$ cat config.mk
export PLATFORM = sky130hd
export DESIGN_NAME = eth_rx_fetch_ctrl
export DESIGN_NICKNAME = d
export VERILOG_FILES = /design/src/rtl/eth_pkg.sv /design/src/rtl/eth_apb_master.sv /design/src/rtl/eth_rx_fetch_ctrl.sv
export SDC_FILE = /design/constraint.sdc
export NUM_CORES = 1
export LEC_CHECK = 0
export BUFFER_PORTS_ARGS = -buffer_cell sky130_fd_sc_hd__buf_2
export CAP_MARGIN = 20
export CORE_MARGIN = 4
export CORE_UTILIZATION = 50
export DETAILED_ROUTE_END_ITERATION = 10
export GPL_ROUTABILITY_DRIVEN = 0
export GPL_TIMING_DRIVEN = 0
export PLACE_DENSITY = 0.8
export RECOVER_POWER = 100
export SLEW_MARGIN = 0
export SYNTH_ARGS = -nofsm -noshare
export SYNTH_HDL_FRONTEND = slang
export SYNTH_HIERARCHICAL = 1
export SYNTH_SLANG_ARGS = --single-unit
$ cat constraint.sdc
create_clock -name clk -period 6.75 [get_ports clk]
set_input_delay 0.675 -clock clk [delete_from_list [all_inputs] [get_ports clk]]
set_output_delay 0.675 -clock clk [all_outputs]
set_load 0.1 [all_outputs]
$ cat src/rtl/eth_pkg.sv
// eth_pkg: shared constants, state encoding and error codes for the RX frame fetch sequencer
package eth_pkg;
  localparam int ETH_MTU = 1536;
  localparam int RXSIZE_OFS = 8;
  localparam int HOSTRX_OFS = 12;
  localparam int IDX_W = $clog2(ETH_MTU / 4 + 1);
  localparam logic [1:0] ERR_NONE = 2'd0;
  localparam logic [1:0] ERR_LOCK = 2'd1;
  localparam logic [1:0] ERR_SIZE = 2'd2;
  localparam logic [1:0] ERR_SLV = 2'd3;
  typedef enum logic [3:0] {
    S_IDLE, S_LOCK_W, S_LOCK_RB, S_GAP, S_SIZE_R, S_DATA_R, S_OUT, S_UNLOCK_W, S_FIN
  } state_t;
  function automatic logic [3:0] last_keep(input logic [1:0] len_lsb);
    return len_lsb == 2'd0 ? 4'b1111 : ~(4'b1111 >> len_lsb);
  endfunction
endpackage

$ cat src/rtl/eth_apb_master.sv
// eth_apb_master: single-access APB engine; SETUP, ACCESS until pready, then a forced idle cycle
module eth_apb_master (
  input  logic        clk,
  input  logic        rst_n,
  input  logic        req,
  input  logic        wr,
  input  logic [15:0] addr,
  input  logic [31:0] wdata,
  output logic        ack,
  output logic [31:0] rdata,
  output logic        slverr,
  output logic        psel,
  output logic        penable,
  output logic        pwrite,
  output logic [15:0] paddr,
  output logic [31:0] pwdata,
  input  logic [31:0] prdata,
  input  logic        pready,
  input  logic        pslverr
);
  typedef enum logic [1:0] {A_IDLE, A_SETUP, A_ACCESS, A_GAP} apb_st_t;
  apb_st_t st;
  always_ff @(posedge clk) begin
    if (!rst_n) begin
      st <= A_IDLE;
      ack <= 1'b0;
      rdata <= '0;
      slverr <= 1'b0;
      psel <= 1'b0;
      penable <= 1'b0;
      pwrite <= 1'b0;
      paddr <= '0;
      pwdata <= '0;
    end else begin
      ack <= 1'b0;
      case (st)
        A_IDLE: if (req) begin
          st <= A_SETUP;
          psel <= 1'b1;
          pwrite <= wr;
          paddr <= addr;
          pwdata <= wdata;
        end
        A_SETUP: begin
          st <= A_ACCESS;
          penable <= 1'b1;
        end
        A_ACCESS: if (pready) begin
          st <= A_GAP;
          psel <= 1'b0;
          penable <= 1'b0;
          ack <= 1'b1;
          rdata <= prdata;
          slverr <= pslverr;
        end
        default: st <= A_IDLE;
      endcase
    end
  end
endmodule

$ cat src/rtl/eth_rx_fetch_ctrl.sv
// eth_rx_fetch_ctrl: locks the ethernet RX buffer over APB, streams one frame out, then unlocks
module eth_rx_fetch_ctrl
  import eth_pkg::*;
#(
  parameter int RETRY_GAP = 64,
  parameter int MAX_RETRY = 16
) (
  input  logic        clk,
  input  logic        rst_n,
  input  logic        start,
  output logic        busy,
  output logic        done,
  output logic        err,
  output logic [1:0]  err_code,
  output logic [15:0] frame_len,
  output logic        psel,
  output logic        penable,
  output logic        pwrite,
  output logic [15:0] paddr,
  output logic [31:0] pwdata,
  input  logic [31:0] prdata,
  input  logic        pready,
  input  logic        pslverr,
  output logic        m_valid,
  input  logic        m_ready,
  output logic [31:0] m_data,
  output logic        m_last,
  output logic [3:0]  m_keep
);
  state_t st;
  logic [7:0] retry;
  logic [15:0] gap_cnt;
  logic [IDX_W-1:0] idx, nwords;
  logic req, wr, ack, slverr, is_last, size_bad;
  logic [15:0] addr;
  logic [31:0] wdata, rdata;
  assign req = st inside {S_LOCK_W, S_LOCK_RB, S_SIZE_R, S_DATA_R, S_UNLOCK_W};
  assign wr = st == S_LOCK_W || st == S_UNLOCK_W;
  assign wdata = {31'd0, st == S_LOCK_W};
  assign addr = st == S_DATA_R ? 16'({idx, 2'b00}) :
                st == S_SIZE_R ? 16'(ETH_MTU + RXSIZE_OFS) : 16'(ETH_MTU + HOSTRX_OFS);
  assign is_last = idx == nwords - IDX_W'(1);
  assign size_bad = rdata[15:0] == 16'd0 || rdata[15:0] > 16'(ETH_MTU);
  eth_apb_master u_apb (
    .clk(clk), .rst_n(rst_n), .req(req), .wr(wr), .addr(addr), .wdata(wdata),
    .ack(ack), .rdata(rdata), .slverr(slverr),
    .psel(psel), .penable(penable), .pwrite(pwrite), .paddr(paddr), .pwdata(pwdata),
    .prdata(prdata), .pready(pready), .pslverr(pslverr)
  );
  // GAP is shortened by the two bus-idle cycles around it so the bus sees exactly RETRY_GAP idle cycles
  always_ff @(posedge clk) begin
    if (!rst_n) begin
      st <= S_IDLE;
      busy <= 1'b0;
      done <= 1'b0;
      err <= 1'b0;
      err_code <= ERR_NONE;
      frame_len <= '0;
      retry <= '0;
      gap_cnt <= '0;
      idx <= '0;
      nwords <= '0;
      m_valid <= 1'b0;
      m_data <= '0;
      m_last <= 1'b0;
      m_keep <= '0;
    end else begin
      done <= 1'b0;
      err <= 1'b0;
      case (st)
        S_IDLE: if (start) begin
          busy <= 1'b1;
          err_code <= ERR_NONE;
          retry <= '0;
          st <= S_LOCK_W;
        end
        S_LOCK_W: if (ack) begin
          err_code <= slverr ? ERR_SLV : err_code;
          st <= slverr ? S_FIN : S_LOCK_RB;
        end
        S_LOCK_RB: if (ack) begin
          if (slverr) begin
            err_code <= ERR_SLV;
            st <= S_FIN;
          end else if (rdata[0]) begin
            st <= S_SIZE_R;
          end else begin
            retry <= retry + 8'd1;
            gap_cnt <= '0;
            err_code <= retry + 8'd1 == 8'(MAX_RETRY) ? ERR_LOCK : err_code;
            st <= retry + 8'd1 == 8'(MAX_RETRY) ? S_FIN : S_GAP;
          end
        end
        S_GAP: begin
          gap_cnt <= gap_cnt + 16'd1;
          if (gap_cnt == 16'(RETRY_GAP - 3)) st <= S_LOCK_W;
        end
        S_SIZE_R: if (ack) begin
          if (slverr) begin
            err_code <= ERR_SLV;
            st <= S_UNLOCK_W;
          end else begin
            frame_len <= rdata[15:0];
            idx <= '0;
            nwords <= IDX_W'((rdata[15:0] + 16'd3) >> 2);
            err_code <= size_bad ? ERR_SIZE : err_code;
            st <= size_bad ? S_UNLOCK_W : S_DATA_R;
          end
        end
        S_DATA_R: if (ack) begin
          if (slverr) begin
            err_code <= ERR_SLV;
            st <= S_UNLOCK_W;
          end else begin
            m_valid <= 1'b1;
            m_data <= rdata;
            m_last <= is_last;
            m_keep <= is_last ? last_keep(frame_len[1:0]) : 4'b1111;
            st <= S_OUT;
          end
        end
        S_OUT: if (m_ready) begin
          m_valid <= 1'b0;
          m_last <= 1'b0;
          idx <= idx + IDX_W'(1);
          st <= m_last ? S_UNLOCK_W : S_DATA_R;
        end
        S_UNLOCK_W: if (ack) st <= S_FIN;
        S_FIN: begin
          busy <= 1'b0;
          done <= err_code == ERR_NONE;
          err <= err_code != ERR_NONE;
          st <= S_IDLE;
        end
        default: st <= S_IDLE;
      endcase
    end
  end
endmodule

# Word-level counts from Yosys, hierarchy flattened
# Cells that the tools add are included.
# word_totals
rom_bits	0
n_memories	0
latch_bits	0
output_inout_bits	110
in_bits	38
reg_bits	161
ramBits	0
word_cells	160
# op_classes
shifts	1
mul	0
reduce_logical	34
mux	62
div_mod_pow	0
n_addsub	5
bitwise	2
eq_ne	32
n_lt_le_gt_ge	1
# ops
cell	n
$mux W4	14
$mux W16	3
$mux W8	4
$pmux W16 S2	1
$pmux W4 S8	1
$mux W2	15
$mux W9	3
$ne A2 B2 Y1 const B	10
$pmux W9 S2	1
$add A16 B1 Y16 const B	1
$eq A16 B6 Y1 const B	1
$eq A4 B3 Y1 const B	4
$gt A16 B11 Y1 const B	1
$logic_not A16 Y1	1
$pmux W8 S2	1
$reduce_bool A2 Y1	8
$reduce_and A2 Y1	7
$ne A2 B1 Y1 const B	6
$reduce_and A4 Y1	3
$add A11 B2 Y11 const B	1
$mux W11	1
$mux W1	10
$pmux W1 S2	5
$add A9 B1 Y9 const B	1
28 further kinds	34

# Depth between registers and ports, before layout
# Gate-level depths: netlist of the first run.
# depth
depth_word	7
mapped_depth	11
mapped_depth_nobuf	8

# Modules after synthesis
# The synthesis of the first run kept the hierarchy.
# by_module_without_submodules
module	seq_area_each_um2	n_inst	cells_each	area_per_inst_um2
eth_rx_fetch_ctrl	2102.0	1	641	5282.6
eth_apb_master	1741.7	1	388	3090.5

# Worst setup path after synthesis of the first run
# Ideal clock, no wire load.
# synth_timing
kind	reg-to-reg
start	register, netlist name st[2]
end	register u_apb.paddr[7]
arrival_time_ns	2.081
n_path_buf	5
synth_period_minus_slack_ns	2.151
t_required_ns	6.680
setup_ns	0.070
stages_incl_launch_ff	12
path_slack_ns	4.599
path_cell_list	dfxtp_1 -> buf_2 -> buf_1 -> xor2_1 -> nor2_1 -> a211oi_1 -> and2_1 -> buf_2 -> buf_4 -> buf_4 -> nand2_1 -> a21oi_1
# synth_rtl
element	line_no	rtl
end signal, assigned	eth_apb_master.sv:41	paddr <= addr;
end, declared	eth_apb_master.sv:15	output logic [15:0] paddr,

==> summary.txt, run 1 <==
Placement
  – Pre-CTS setup slack: 3990 ps
  – Post-Place Cell Area: 0.00952 sq mm
  – Dpl hpwl: 15,800 microns
  – Port-buffer cells: 147

Timing
  – Setup TNS: 0 ps
  – Fmax achieved: 0.317 GHz
  – Worst Tran Pin Value: 1250 ps
  – Max-slew violations: 0
  – Unrepaired setup endpoints after global routing: no
  – Max_slew headroom: 17.2%
  – Clock Skew: 12.8 ps
  – Final setup fails: 0
  – Final hold vios: 0
  – Worst setup margin: 3590 ps
  – Final min period: 3160 ps
  – Tcrit/Tclk final: 46.8%

Global route
  – Largest net degree at the start of global routing: 23
  – First-pass GRT wire length: 35,400 microns
  – Global Route Usage Sum: 23.5%
  – Initial antenna violation count: 1
  – Remaining Overflow, GRT: 0
  – Vias in the first global route: 7,173

Floorplan
  – Die H: 137 microns
  – Core area: 0.0165 sq mm
  – Chip width: 137 microns
  – Row cnt: 47
  – Die area: 0.0189 sq mm
  – Top Ports: 148
  – Effective utilization at floorplan: 50.7%

Routing
  – TritonRoute pass-1 iters: 5
  – DRT iter0 DRCs: 466
  – DR WL/cell: 14.9 microns
  – Routed vias: 7,601
  – DR DRC count: 0
  – Total routed wirelength: 21,800 microns
  – Routed vias/inst: 5.19
  – Final ANT Viol Nets: 0

Finish
  – Post-layout util: 60.1%
  – Most frequent cells in the layout: 304 x nand2_1, 192 x dfxtp_1, 162 x clkbuf_1
  – Final Cell Area: 0.00993 sq mm
  – Most common cell after layout, fill and taps aside: nand2_1
  – Fin nets: 1,283
  – N_diodes: 0
  – Layout cells sized above 1: 7.71%
  – Multi-input combinational cell area: 0.00425 sq mm
  – Reg area: 0.00384 sq mm
  – # fillers: 1,527
  – Layout area overhead: 18.6%

Yosys
  – Cells after synthesis: 1,029
  – Synth Register Bits: 192
  – Syn avg cell area: 8.14 sq um
  – Post-synthesis sequential area ratio: 45.9%
  – Top_reg_cell synth: dfxtp_1
  – Netlist Area Pre-Place: 0.00837 sq mm
  – Number of synthesized flops with an enable pin: 0
  – Yosys warnings: 6
  – Netlist cell types: 67
  – FFs w/ async S/R, synth: 0%

Clock network
  – Cts hold-fix bufs: 0
  – H-Tree Depth: 4
  – PostCTS Resize Cnt: 0
  – CTS buffer count: 17
  – TritonCTS clock tree: done
  – Clock Pin Slew Worst Setup and Hold Paths: 80 ps
  – Largest buffer count on any clock path: 2
  – Setup Buffers After CTS: 0
  – Clk Tree Root Cell: clkbuf_16
  – CTS sink count: 192
  – Clk Latency, worst-skew pair: 440 ps

Power
  – Cell Pwr Density: 396 mW/mm^2
  – Leakage: 3.60 nW
  – VDD IR-drop max: 0.347 mV

Critical path
  – Crit path DAT: 3470 ps
  – Crit Path Class: reg -> reg
  – Reg2reg start: st[1]
  – Crit start category: register
  – Critical Path RT: 7060 ps
  – Max FO, Critical Path: 10
  – Crit path from: st[1]
  – CP endpoint kind: register

Flow run
  – Max-cap violations: 0

Status
  – Outcome: complete, no violations

Worst hold path
  – Hold Path Origin: u_apb/paddr[2]
  – Hold crit path type: reg -> reg
==> routing by layer <==
| metal | vias up | share of wire, % | GRT usage (%) | wire length [microns] |
|---|---|---|---|---|
| met5 | - | 0.037 | 0 | 8 |
| met1 | 3531 | 43 | 30.1 | 9410 |
| li1 | 3822 | - | - | - |
| met4 | 2 | 2.9 | 8.70 | 627 |
| met3 | 41 | 7.2 | 6.68 | 1570 |
| met2 | 205 | 47 | 37.9 | 10200 |
==> final timing paths <==
kind / end / slack, ps / cells past startpoint
setup / recovery: u_apb/paddr[6] / 3590 / 10
hold / removal: u_apb/paddr[2] / 450 / 2
setup reg to reg: u_apb/paddr[6] / 3590 / 10
hold reg to reg: u_apb/paddr[2] / 450 / 2
==> cell type report <==
cell class	count	area share, %
Clock inverter	15	1.99
Buffer	68	2.81
Inverter	15	0.567
Multi-Input combinational cell	791	42.8
Clock buffer	17	4.29
Tap cell	220	2.77
Sequential cell	192	38.7
Timing Repair Buffer	147	6.01
==> power by group <==
| part | internal, W | total, W | switching [W] |
|---|---|---|---|
| registers | 0.00127 | 0.00136 | 0.0000948 |
| logic | 0.000305 | 0.00153 | 0.00122 |
| clock network | 0.000515 | 0.00104 | 0.000525 |
| total | 0.00209 | 0.00393 | 0.00184 |
==> cells in the mapped netlist, drive strengths merged (6+ instances only) <==
cell type,n,share of area (%)
buf,34,2.2
and3,8,0.66
xnor2,19,2.0
clkbuf,34,1.5
ha,13,1.9
mux2i,7,0.84
a21oi,101,6.0
nand4,11,0.82
nor4,7,0.78
nor2,46,2.2
or3,7,0.52
nor3b,6,0.66
nand3,18,1.1
and2,12,0.93
nor2b,14,1.0
o21ai,21,1.3
xor2,25,2.6
nor3,12,0.78
dfxtp,192,46
nand2,304,14
inv,14,0.63
a21boi,57,5.1
==> logic make-up after synthesis <==
| logic type | count (synthesis) | share of synthesized area [%] |
|---|---|---|
| buffers and inverters | 83 | 4.42 |
| flip-flops | 192 | 45.9 |
| multiplexers | 8 | 0.971 |
| adder cells (fa/ha/maj) | 13 | 1.94 |
| AND/OR/NAND/NOR | 468 | 25.4 |
| XOR/XNOR | 44 | 4.60 |
| AO/OA/AOI/OAI | 220 | 16.8 |
| other | 1 | 0.0448 |
==> state kept, by name, indices dropped and copies added, names as in the netlist <==
register	cells
m_keep	4
u_apb/slverr	1
err	1
u_apb/paddr	16
idx	9
nwords	9
m_valid	1
u_apb/penable	1
st	4
retry	8
u_apb/rdata	32
m_last	1
err_code	2
m_data	32
frame_len	16
u_apb/pwrite	1
u_apb/st	2
gap_cnt	16
done	1
u_apb/ack	1
busy	1
u_apb/psel	1
u_apb/pwdata	32
==> worst max-delay path, stage by stage, from the launching register on <==
cell and delay, ps:
dfxtp_1 390, clkbuf_1 380, clkbuf_1 410, xor2_1 240, nor2_1 70, a211oi_1 510, nand2_1 220, clkbuf_1 280
clkbuf_1 300, nand2_1 150, a21oi_1 80
==> per-stage QoR <==
| step | total power, W | hold slack (ps) | cells |
|---|---|---|---|
| 2_1_floorplan | 0.00266 | 433 | 1066 |
| 3_3_place_gp | 0.00293 | 439 | 1433 |
| 3_5_place_dp | 0.00294 | 443 | 1433 |
| 4_1_cts | 0.00398 | 450 | 1465 |
| 5_1_grt | 0.00412 | 454 | 1465 |
| 6_report | 0.00393 | 454 | 1465 |
(Power assumes the default switching activity.)
==> inputs of run 2 (changes only) <==
--- a/config.mk
+++ b/config.mk
@@ -12,7 +12,7 @@
 export DETAILED_ROUTE_END_ITERATION = 10
 export GPL_ROUTABILITY_DRIVEN = 0
 export GPL_TIMING_DRIVEN = 0
-export PLACE_DENSITY = 0.8
+export PLACE_DENSITY = 0.82
 export RECOVER_POWER = 100
 export SLEW_MARGIN = 0
 export SYNTH_ARGS = -nofsm -noshare
==> constraint.sdc (replaced) <==
create_clock -name clk -period 2.6 [get_ports clk]
set_input_delay 0.26 -clock clk [delete_from_list [all_inputs] [get_ports clk]]
set_output_delay 0.26 -clock clk [all_outputs]
set_load 0.1 [all_outputs]
==> run 2 against run 1 <==
Net effect:
- combinational power rose to 2.6 times the previous value
- wire length down 0.72%
- final cell count shrank 0.20%
- critical path depth fell by 3
- largest power group unchanged
- worst hold slack lost 400 ps
- sequential cell count stayed put
==> summary.txt, run 2 (synthesized netlist as in run 1, its figures left out) <==
Status
  – Outcome: complete, no violations

Power
  – Leakage: 3.60 nW
  – Total power: 0.0101 W
  – Cell Pwr Density: 1020 mW/mm^2
  – VDD IR-drop max: 0.868 mV

Timing
  – Max_slew headroom: 17.3%
  – Final min period: 2470 ps
  – Worst hold slack: 52.1 ps
  – Final setup fails: 0
  – Worst Tran Pin Value: 1250 ps
  – Unrepaired setup endpoints after global routing: no
  – Setup TNS: 0 ps
  – Final hold vios: 0
  – Tcrit/Tclk final: 95.1%
  – Fmax achieved: 0.404 GHz
  – Clock Skew: 9.74 ps
  – Max-slew violations: 0

Worst hold path
  – Hold crit path type: in -> reg

Global route
  – Met2 usage: 37.5%
  – Gr busiest metal: met2
  – First-pass GRT wire length: 34,900 microns
  – Largest net degree at the start of global routing: 20
  – Remaining Overflow, GRT: 0
  – GR Util met1: 29.6%
  – Met3 Usage GRT: 6.06%
  – Vias in the first global route: 7,199
  – Global Route Usage Sum: 23.2%
  – Initial antenna violation count: 1

Critical path
  – CP max-delay cell: a211oi_1
  – Worst-path cell chain: buf_6 > or3b_1 > a211oi_1 > and2_0 > nand4_1 > xor2_1 > nor2_1
  – Crit start category: register
  – Max incr delay on CP: 750 ps
  – CP endpoint kind: register
  – Reg2reg setup slack: 130 ps
  – Family with the most delay on the worst path: simple AND/OR/NAND/NOR gates
  – Crit Path Class: reg -> reg
  – Crit path DAT: 2790 ps
  – Critical Path RT: 2920 ps
  – Crit path buffers/inverters: 1
  – Max FO, Critical Path: 10

Clock network
  – Largest buffer count on any clock path: 2
  – H-Tree Depth: 4
  – Clk Tree Root Cell: clkbuf_16
  – TritonCTS clock tree: done
  – CTS buffer count: 17
  – CTS sink count: 192
  – Clk Latency, worst-skew pair: 440 ps
  – Setup Buffers After CTS: 0
  – Cts hold-fix bufs: 0
  – Clock Pin Slew Worst Setup and Hold Paths: 70 ps

Routing
  – TritonRoute pass-1 iters: 5
  – Final ANT Viol Nets: 0
  – Total routed wirelength: 21,700 microns
  – DR DRC count: 0
  – DR WL/cell: 14.8 microns
  – Routed vias: 7,658
  – DRT iter0 DRCs: 537
  – Routed vias/inst: 5.24

Floorplan
  – Chip width: 137 microns
  – Die H: 137 microns
  – Row cnt: 47
  – Effective utilization at floorplan: 50.7%
  – Die area: 0.0189 sq mm
  – Core area: 0.0165 sq mm
  – Top Ports: 148

Finish
  – N_diodes: 0
  – Post-layout util: 59.9%
  – Fin nets: 1,280
  – # fillers: 1,464
  – Most common cell after layout, fill and taps aside: nand2_1
  – Layout area overhead: 18.2%
  – Final Cell Area: 0.00990 sq mm
  – Layout cells sized above 1: 8.45%
  – Largest regs: m_data (32), u_apb/pwdata (32), u_apb/rdata (32)
  – Most frequent cells in the layout: 303 x nand2_1, 192 x dfxtp_1, 153 x clkbuf_1

Flow run
  – Max-cap violations: 0

Placement
  – Post-Place Cell Area: 0.00952 sq mm
  – Port-buffer cells: 147
  – Dpl hpwl: 15,900 microns
-- run 2: cell types whose count changed in the layout (fill, tap and decap cells not counted), sizes merged --
cell	previous run	this run
bufinv	0	1
clkbuf	179	174
buf	53	56
inv	24	18
clkinv	5	9
-- run 2: worst paths after layout --
check,startpoint,end,depth (start not counted)
worst max-delay path,u_apb/ack,idx[8],7
worst min-delay path,prdata[19],u_apb/rdata[19],3
worst max register to register,u_apb/ack,idx[8],7
worst min register to register,u_apb/paddr[1],u_apb/paddr[1],2
-- run 2: cell type report --
| cell class | count | area (sq um) | share of cell area [%] |
|---|---|---|---|
| buffer | 65 | 289 | 2.92 |
| clock buffer | 18 | 439 | 4.44 |
| clock inverter | 14 | 134 | 1.35 |
| inverter | 15 | 56.3 | 0.569 |
| multi-input combinational | 791 | 4260 | 43.1 |
| sequential | 192 | 3840 | 38.8 |
| tap | 220 | 275 | 2.78 |
| timing repair buffer | 147 | 598 | 6.04 |
-- run 2: report_power, final --
part / switching (W) / total, W / internal, W
Combinational: 0.00319 / 0.00399 / 0.000801
Clock: 0.00118 / 0.00255 / 0.00136
Sequential: 0.000242 / 0.00353 / 0.00329
-- run 2: routing by layer --
metal / vias to the layer above / wire, microns / share of wire, %
met2: 253 / 10200 / 47
met3: 43 / 1450 / 6.7
met1: 3554 / 9450 / 44
li1: 3806 / - / -
met5: - / 12 / 0.055
met4: 2 / 527 / 2.4
-- run 2: per-stage QoR --
| step | setup WS [ps] | std cells |
|---|---|---|
| 6_report | 127 | 1462 |
| 4_1_cts | 8.13 | 1464 |
| 2_1_floorplan | 449 | 1066 |
| 3_5_place_dp | -198 | 1433 |
| 5_1_grt | 8.69 | 1462 |
| 3_3_place_gp | -153 | 1433 |
-- run 2: repair_timing --
action | CTS | global route
gates resized for setup | 2 | 1
pin swaps | 0 | 1
endpoints found under the setup margin | 41 | 20
-- run 2: tightest hold or removal path: stages --
cell     delay, ps
buf_2           90
nand2_1         50
a21oi_1         50
